===== config.mk =====
export PLATFORM = sky130hd
export DESIGN_NAME = pe_col_streamer
export DESIGN_NICKNAME = d
export VERILOG_FILES = /design/src/rtl/pe_stream_pkg.sv /design/src/rtl/pe_col_shiftreg.sv /design/src/rtl/pe_col_streamer.sv
export SDC_FILE = /design/constraint.sdc
export NUM_CORES = 1
export LEC_CHECK = 0
export BUFFER_PORTS_ARGS = -buffer_cell sky130_fd_sc_hd__buf_4
export CAP_MARGIN = 30
export CORE_MARGIN = 8
export CORE_UTILIZATION = 58
export CTS_CLUSTER_DIAMETER = 50
export DETAILED_ROUTE_END_ITERATION = 16
export PLACE_DENSITY = 0.91
export SLEW_MARGIN = 20
export SYNTH_ARGS = -nofsm -noshare
export SYNTH_HDL_FRONTEND = slang
export SYNTH_SLANG_ARGS = --single-unit

===== constraint.sdc =====
create_clock -name clk -period 6.1 [get_ports clk]
set_input_delay 0.61 -clock clk [delete_from_list [all_inputs] [get_ports clk]]
set_output_delay 0.61 -clock clk [all_outputs]
set_load 0.02 [all_outputs]

===== src/rtl/pe_stream_pkg.sv =====
// Shared types and sizing helpers for the padded column streamer.
package pe_stream_pkg;

  typedef enum logic [2:0] {
    IDLE = 3'd0,
    PADC = 3'd1,
    FILL = 3'd2,
    EMIT = 3'd3,
    DONE = 3'd4
  } state_t;

  localparam int DEF_DW    = 8;
  localparam int DEF_IMG_W = 32;
  localparam int DEF_IMG_H = 24;
  localparam int DEF_PAD   = 1;

  localparam int COLS_OUT = DEF_IMG_W + 2 * DEF_PAD;
  localparam int ROWS_OUT = DEF_IMG_H + 2 * DEF_PAD;

  // Index width for n distinct values, never narrower than one bit.
  function automatic int addr_w(input int n);
    return (n <= 2) ? 1 : $clog2(n);
  endfunction

  function automatic int cols_out(input int img_w, input int pad);
    return img_w + 2 * pad;
  endfunction

  function automatic int rows_out(input int img_h, input int pad);
    return img_h + 2 * pad;
  endfunction

endpackage


===== src/rtl/pe_col_shiftreg.sv =====
// Column assembly register: ROWS slots of DW bits, slot 0 packed at the MSBs.
// fill_en loads every slot with fill_data; otherwise wr_en loads wr_data into
// every slot in the inclusive range wr_lo..wr_hi.
module pe_col_shiftreg
  import pe_stream_pkg::*;
#(
  parameter int DW   = 8,
  parameter int ROWS = 26,
  parameter int SW   = addr_w(ROWS)
) (
  input  logic               clk,
  input  logic               rst_n,
  input  logic               fill_en,
  input  logic [DW-1:0]      fill_data,
  input  logic               wr_en,
  input  logic [SW-1:0]      wr_lo,
  input  logic [SW-1:0]      wr_hi,
  input  logic [DW-1:0]      wr_data,
  output logic [ROWS*DW-1:0] col_data
);

  logic [DW-1:0] slot [ROWS];

  // Slot storage: whole-column pad fill has priority over the ranged write.
  always_ff @(posedge clk or negedge rst_n) begin
    if (!rst_n) begin
      for (int k = 0; k < ROWS; k++) slot[k] <= '0;
    end else begin
      for (int k = 0; k < ROWS; k++) begin
        if (fill_en) begin
          slot[k] <= fill_data;
        end else if (wr_en && (SW'(k) >= wr_lo) && (SW'(k) <= wr_hi)) begin
          slot[k] <= wr_data;
        end
      end
    end
  end

  for (genvar k = 0; k < ROWS; k++) begin : g_pack
    assign col_data[(ROWS-1-k)*DW +: DW] = slot[k];
  end

endmodule


===== src/rtl/pe_col_streamer.sv =====
// Streams one stored frame from the ping-pong buffer to the PE array as
// padded parallel columns under a valid/ready handshake.
// Build macro PE_PAD_REPLICATE_EN: pad slots and pad columns replicate the
// nearest edge pixel instead of using pad_value.
module pe_col_streamer
  import pe_stream_pkg::*;
#(
  parameter int DW    = 8,
  parameter int IMG_W = 32,
  parameter int IMG_H = 24,
  parameter int PAD   = 1,
  parameter int AW    = addr_w(IMG_W * IMG_H)
) (
  input  logic                             clk,
  input  logic                             rst_n,
  input  logic [DW-1:0]                    pad_value,
  input  logic                             frame_ready,
  output logic [AW-1:0]                    rd_addr,
  output logic                             rd_en,
  input  logic [DW-1:0]                    rd_data,
  output logic                             frame_release,
  output logic [(IMG_H+2*PAD)*DW-1:0]      col_data,
  output logic                             col_vld,
  input  logic                             col_rdy,
  output logic [$clog2(IMG_W+2*PAD+1)-1:0] col_idx,
  output logic                             col_last,
  output logic                             busy
);

`ifdef PE_PAD_REPLICATE_EN
  localparam bit REPL = 1'b1;
`else
  localparam bit REPL = 1'b0;
`endif

  localparam int ROWS_N = rows_out(IMG_H, PAD);
  localparam int COLS_N = cols_out(IMG_W, PAD);
  localparam int CIW    = $clog2(COLS_N + 1);
  localparam int SW     = addr_w(ROWS_N);
  localparam int FW     = addr_w(IMG_H + 1);

  localparam logic [CIW-1:0] LAST_IDX  = CIW'(COLS_N - 1);
  localparam logic [FW-1:0]  FCNT_END  = FW'(IMG_H);
  localparam logic [FW-1:0]  FCNT_LRD  = FW'(IMG_H - 1);
  // With replication, the left pad columns reuse the fill of image column 0.
  localparam int             LEFT_END  = REPL ? PAD + 1 : PAD;
  localparam state_t         START_ST  = (PAD > 0 && !REPL) ? PADC : FILL;

  state_t         state, state_nx;
  logic [FW-1:0]  fcnt;
  logic [AW-1:0]  row_addr;
  logic [DW-1:0]  pad_q;
  logic [CIW-1:0] nxt_idx;
  logic           nxt_is_pad;
  int             up_idx;
  logic [AW-1:0]  first_addr;
  logic           fill_en, wr_en;
  logic [SW-1:0]  wr_lo, wr_hi, cap_slot;

  assign nxt_idx  = col_idx + 1'b1;
  assign cap_slot = SW'(PAD + int'(fcnt) - 1);
  assign rd_addr  = row_addr;
  assign busy     = (state != IDLE);

  // Column classification and first-row address of the column about to be filled.
  always_comb begin
    nxt_is_pad = (int'(nxt_idx) < LEFT_END) || (int'(nxt_idx) >= PAD + IMG_W);
    up_idx     = (state == IDLE) ? 0 : int'(nxt_idx);
    first_addr = (up_idx < PAD) ? '0 : AW'(up_idx - PAD);
  end

  // Next-state and per-state strobes.
  always_comb begin
    state_nx      = state;
    fill_en       = 1'b0;
    wr_en         = 1'b0;
    wr_lo         = cap_slot;
    wr_hi         = cap_slot;
    rd_en         = 1'b0;
    col_vld       = 1'b0;
    col_last      = 1'b0;
    frame_release = 1'b0;
    case (state)
      IDLE: if (frame_ready) state_nx = START_ST;
      PADC: begin
        fill_en  = !REPL;
        state_nx = EMIT;
      end
      FILL: begin
        rd_en   = (fcnt != FCNT_END);
        fill_en = !REPL && (fcnt == '0);
        wr_en   = (fcnt != '0);
        if (REPL && fcnt == FW'(1)) wr_lo = '0;
        if (REPL && fcnt == FCNT_END) wr_hi = SW'(ROWS_N - 1);
        if (fcnt == FCNT_END) state_nx = EMIT;
      end
      EMIT: begin
        col_vld  = 1'b1;
        col_last = (col_idx == LAST_IDX);
        if (col_rdy) begin
          if (col_idx == LAST_IDX) state_nx = DONE;
          else state_nx = nxt_is_pad ? PADC : FILL;
        end
      end
      DONE: begin
        frame_release = 1'b1;
        state_nx      = IDLE;
      end
      default: state_nx = IDLE;
    endcase
  end

  // State, column index, fill counter, read address and latched pad value.
  always_ff @(posedge clk or negedge rst_n) begin
    if (!rst_n) begin
      state    <= IDLE;
      col_idx  <= '0;
      fcnt     <= '0;
      row_addr <= '0;
      pad_q    <= '0;
    end else begin
      state <= state_nx;
      if (state == IDLE && frame_ready) begin
        pad_q   <= pad_value;
        col_idx <= '0;
      end
      if (state == EMIT && col_rdy && col_idx != LAST_IDX) col_idx <= nxt_idx;
      if (state == DONE) col_idx <= '0;
      if (state_nx == FILL && state != FILL) begin
        fcnt     <= '0;
        row_addr <= first_addr;
      end else if (state == FILL) begin
        if (fcnt != FCNT_END) fcnt <= fcnt + 1'b1;
        if (rd_en && fcnt != FCNT_LRD) row_addr <= row_addr + AW'(IMG_W);
      end
    end
  end

  pe_col_shiftreg #(
    .DW   (DW),
    .ROWS (ROWS_N),
    .SW   (SW)
  ) u_col (
    .clk       (clk),
    .rst_n     (rst_n),
    .fill_en   (fill_en),
    .fill_data (pad_q),
    .wr_en     (wr_en),
    .wr_lo     (wr_lo),
    .wr_hi     (wr_hi),
    .wr_data   (rd_data),
    .col_data  (col_data)
  );

endmodule

### After elaboration in Yosys (flattened, before gate mapping)

Cells that the tools add are included.

| operators by class | value |
|---|---|
| add/subtract/negate cells | 6 |
| order comparisons | 55 |
| equality and inequality tests | 11 |
| mux-type cells | 75 |
| reductions and logical operators | 94 |

Operator list:

| operator | count |
|---|---|
| $mux 8 | 52 |
| $reduce_bool 2->1 | 29 |
| $logic_and 1x1->1 | 57 |
| $ge 5x5->1 const A | 10 |
| $le 5x5->1 const A | 10 |
| $ge 4x5->1 const A | 8 |
| $le 4x5->1 const A | 8 |
| $mux 10 | 4 |
| $mux 6 | 4 |
| $ge 3x5->1 const A | 4 |
| $le 3x5->1 const A | 4 |
| $mux 5 | 3 |
| $lt 6x1->1 const B | 2 |
| $mux 3 | 4 |
| $pmux 3 s4 | 1 |
| $add 10x6->10 const B | 1 |
| $ge 1x5->1 const A | 2 |
| $ge 2x5->1 const A | 2 |
| $le 1x5->1 const A | 2 |
| $le 2x5->1 const A | 2 |
| $ne 5x5->1 const B | 2 |
| $eq 3x2->1 const B | 3 |
| $sub 6x1->7 const B | 1 |
| $add 6x1->6 const B | 1 |
| 19 further kinds | 25 |

| word-level totals | value |
|---|---|
| register bits | 240 |
| input bits | 20 |
| output and inout port bits | 229 |
| logic and storage cells | 272 |

### Depth between registers and ports, before layout

| depth | value |
|---|---|
| word-level depth | 11 |
| mapped depth | 12 |
| depth with buffers taken out | 9 |

### By module

A second synthesis with hierarchy kept.

| unflattened totals | value |
|---|---|
| cell total of the unflattened synthesis | 804 |
| area, all modules | 10561.4 µm² |

By module, submodules not included:

| module | times used | cells an instance | area an instance (µm²) | sequential area each (µm²) |
|---|---|---|---|---|
| pe_col_shiftreg | 1 | 616 | 8673.3 | 5205.0 |
| pe_col_streamer | 1 | 188 | 1888.1 | 800.8 |

### Worst setup path before layout

No wires, ideal clock.

| timing path | value |
|---|---|
| path type | register to register |
| start point | reg fcnt[1] |
| end point | reg u_col.slot (netlist bit u_col.col_data[14]) |
| library setup time | 0.082 ns |
| arrival | 2.351 ns |
| required time | 6.018 ns |
| slack | 3.667 ns |
| cell stages (with the launch flop) | 13 |
| path buffers | 6 |
| period minus slack after synthesis | 2.433 ns |
| cells stage by stage | dfrtp_1 clkbuf_1 inv_1 ha_1 buf_2 nor2b_1 nand3_1 a211o_1 buf_2 buf_2 buf_2 buf_2 a31oi_1 |

| between the ends | value |
|---|---|
| cells in the longest elaborated chain, start to end | 6 |
| elaborated cells between the ends (all ways) | 12 |
| those cells by class | add/sub (2); order compare (2); mux (3); reduce/logical (5) |

Ends and longest elaborated chain:

| item | line | text |
|---|---|---|
| start: declaration | pe_col_streamer.sv:50 | `logic [FW-1:0] fcnt;` |
| start signal: assignment | pe_col_streamer.sv:133 | `if (fcnt != FCNT_END) fcnt <= fcnt + 1'b1;` |
| $add 1x5->5 | pe_col_streamer.sv:61 | `assign cap_slot = SW'(PAD + int'(fcnt) - 1);` |
| $sub 5x1->5 | pe_col_streamer.sv:61 |  |
| $ge 5x5->1 | pe_col_shiftreg.sv:32 | `end else if (wr_en && (SW'(k) >= wr_lo) && (SW'(k) <= wr_hi)) begin` |
| $logic_and 1x1->1 (2 in series) | pe_col_shiftreg.sv:32 |  |
| $reduce_bool 2->1 (no source line) | -- |  |
| end signal: indexed assignment | pe_col_shiftreg.sv:31 | `slot[k] <= fill_data;` |
| end signal: indexed assignment | pe_col_shiftreg.sv:33 | `slot[k] <= wr_data;` |
| end: declaration | pe_col_shiftreg.sv:22 | `logic [DW-1:0] slot [ROWS];` |

Several ways; a longest one is shown, not always the timed one.
A chain may end at the register's enable or synchronous reset.

### Worst setup path after layout

Same ends and word-level chain as after synthesis.

==> summary.md <==
| Metric | Value |
|---|---|
| Run status | completed |
| Height of the die | approximately 150 um |
| Number of I/O port buffers | 248 |
| Synth async-reset ratio | 100% |
| Max H-tree Level | 1 |
| Post-Syn Nets | 1138 |
| Critical path class | register to register |
| Slew @ Worst Pin | 0.946 ns |
| Pwr Density | 669 nW/um2 |
| Slack of the critical path | 2.44 ns |
| Die width | approximately 150 um |
| Synth Flop Type | dfrtp_1 |
| Clk_lat worst skew | 0.51 ns |
| Slew Viols, Final | 0 |
| Largest net degree at the start of global routing | 109 |
| CP max FO | between 60 and 70 |
| Worst hold-check path type | input pin to async pin |
| Crit. End Element | register |
| Slew HR | 36.4% |
| Max clock buf depth | 3 |
| Drt total wl | between 30 and 40 mm |
| Avg Cell Area, Syn | 9.71 um2 |
| WP buf/inv | 4 |
| CTS buffer count | 25 |
| TritonRoute pass-1 iters | 5 |
| GRT Overall Usage | 29.8% |
| Diode count | 0 |
| RSZ-0062 raised after global routing | no |
| Synth Warn # | 0 |
| Min cycle time layout | 3.66 ns |
| Wire length per cell | 22.9 um |
| CTS tree | built |
| # DRC | 0 |
| Max frequency | 273 MHz |
| VDD IR max | 470 uV |
| Resized cells post-CTS | 0 |
| Critical path launch point type | register |
| Top delay family on crit path | buffers and inverters |
| Vias | 9979 |
| Worst EP arrival | 4.03 ns |
| Nets@finish | about 1300 |
| #FFs+latches synth | 240 |
| WP data required | 6.47 ns |
| Period utilization | 59.9% |
| Leakage | 6.57 nW |
| GR Overflow Total | 0 |
| Initial DRC count | 1017 |
| CP max stage delay | about 0.64 ns |
| Root Buffer | clkbuf_16 |
| Synth Cell Area | around 11000 um2 |
| Clk sinks | 240 |
| Num ports | approximately 250 |
| Clock Skew | about 0.014 ns |
| Seq/Total Area, Yosys | 55.7% |
| Starting Density | 58.4% |
| Slowest-stage cell, CP | buf_4 |
| Core Area | ~18000 um2 |
| Share of layout cells above drive strength 1 | 25.8% |
| Vias in the first global route | 10000 |
| Global-route wire length before repair | ~56 mm |
| Distinct cells, synth | 54 |
| RePlAce Congestion | 0.933 |
| Synth-to-layout area growth | 25.5% |
| Row cnt | 50 |
| Initial antenna violation count | 0 |
| Post-Synthesis Cells | 1110 |
| CP most frequent cell | buf_4 |
| Setup TNS | 0 ns |
| Hpwl dp | around 24 mm |
| Setup violators final | 0 |
| Crit-path cells | inv_1 -> ha_1 -> nor2b_1 -> nand3_1 -> a211o_4 -> buf_4 -> buf_4 -> buf_12 -> a31oi_1 |
| DIE AREA | 23200 um2 |
| Final antenna-violating net count | 0 |
| Post-synth EDFFs | 0 |
| Post-CTS Setup Bufs | 0 |
| Vias per cell | between 6 and 7 |
| Pre-CTS setup slack | 2.34 ns |
| Clock transition at the registers of the reported paths | 0.06 ns |
| Total power | 9.05 mW |
| Max cap viols | 0 |
| Hold-fix buffers at CTS | 0 |
| Hold Violations, Final | 0 |
==> final cells by class <==
| cell class | count | area, um2 |
|---|---|---|
| Timing Repair Buffer | 262 | 1990 |
| Tap cell | 234 | 293 |
| Fill cell | 1275 | 4930 |
| Clock inverter | 11 | 115 |
| Multi-Input combinational cell | 775 | 4380 |
| Inverter | 8 | 30.0 |
| Sequential cell | 240 | 6010 |
| Clock buffer | 32 | 702 |
==> path summary, 6_finish.rpt <==
kind / from / endpoint / slack (ns) / cells past startpoint
worst max register to register: fcnt[1]$_DFFE_PN0P_ / u_col.col_data[14]$_DFFE_PN0P_ / 2.44 / 9
worst min register to register: u_col.col_data[202]$_DFFE_PN0P_ / u_col.col_data[202]$_DFFE_PN0P_ / 0.52 / 1
max in group asynchronous: rst_n / rd_addr[3]$_DFFE_PN0P_ / 4.55 / 2
worst min-delay path: rst_n / u_col.col_data[105]$_DFFE_PN0P_ / 0.16 / 1
worst max-delay path: fcnt[1]$_DFFE_PN0P_ / u_col.col_data[14]$_DFFE_PN0P_ / 2.44 / 9
min in group clk: pad_value[3] / pad_q[3]$_DFFE_PN0P_ / 0.33 / 2
==> state kept, by name, indices dropped and copies added, names as in the netlist <==
signal / cells
rd_addr: 10
u_col.col_data: 208
state: 3
pad_q: 8
col_idx: 6
fcnt: 5
==> worst reg2reg max path, cell delays in order (launching register included) <==
cell and delay [ns]:
dfrtp_1 0.56, inv_1 0.14, ha_1 0.30, nor2b_1 0.21
nand3_1 0.18, a211o_4 0.43, buf_4 0.65, buf_4 0.54
buf_12 0.33, a31oi_1 0.17
==> cell families after synthesis <==
family / count (synthesis) / synth area share [%]
flip-flops: 240 / 55.7
AO/OA/AOI/OAI: 232 / 13.1
multiplexers: 78 / 7.43
AND/OR/NAND/NOR: 442 / 17.7
adder cells (fa/ha/maj): 8 / 0.929
buffers and inverters: 95 / 3.84
XOR/XNOR: 15 / 1.22
==> layer usage <==
layer	track usage, %	vias to the layer above	wire length [um]
met5	0	-	0
met2	49.1	699	17200
met1	37.7	4897	13500
li1	-	4279	-
met3	8.05	104	4040
met4	9.80	0	996
==> cell usage after synthesis (4+ instances only) <==
master	count	area, um2
nand3_1	17	85.1
buf_2	37	185
a41o_1	4	40.0
o21ai_0	9	45.0
clkbuf_1	40	150
a21oi_1	60	300
mux2i_1	62	621
and2_1	6	37.5
xor2_1	11	96.3
and3_1	8	50.1
nand4_1	7	43.8
dfrtp_1	240	6010
inv_1	7	26.3
nor3_1	8	40.0
a211oi_1	4	30.0
xnor2_1	4	35.0
ha_1	8	100
nor2_1	39	146
mux2_2	16	180
nor2_2	5	31.3
nand2_1	319	1200
buf_1	8	30.0
a31oi_1	146	913
==> power by group <==
group          leakage (nW)  internal [mW]  switching, mW
combinational          3.26           1.78           2.71
sequential             2.90           2.40          0.641
clock                 0.407          0.896          0.627
total                  6.57           5.07           3.98
==> layout by cell type, fill, tap and decap left out, types with 3 or more instances in the layout <==
cell       count
nand2b_1       3
a21oi_1       60
nand4_1        7
xnor2_1        4
and3_1         8
nor2_2        13
xor2_1        11
mux2i_1       62
nor2b_1        3
buf_4        258
or3_1          3
and3b_1        3
clkbuf_8       5
nand2_1      319
nand3b_1       3
clkinv_2       6
a31oi_1      146
o21ai_0        9
mux2_2        16
clkbuf_16     25
inv_1          7
and2_1         6
a211oi_1       4
a41o_1         4
nor3_1         8
ha_1           8
nor2_1        31
dfrtp_1      240
nand3_1       17
==> through the flow <==
| step | hold WS, ns | util [%] | instance area [um2] | std cells |
|---|---|---|---|---|
| final | 0.163 | 73.3 | 13500 | 1562 |
| after global routing | 0.221 | 73.3 | 13500 | 1562 |
| after CTS | 0.187 | 73.0 | 13500 | 1559 |
| after detailed placement | 0.500 | 68.6 | 12700 | 1516 |
| after global placement | 0.498 | 68.6 | 12700 | 1516 |
| after floorplan | 0.314 | - | 10800 | 1110 |
Note: power is estimated with default switching activity, not from simulation.
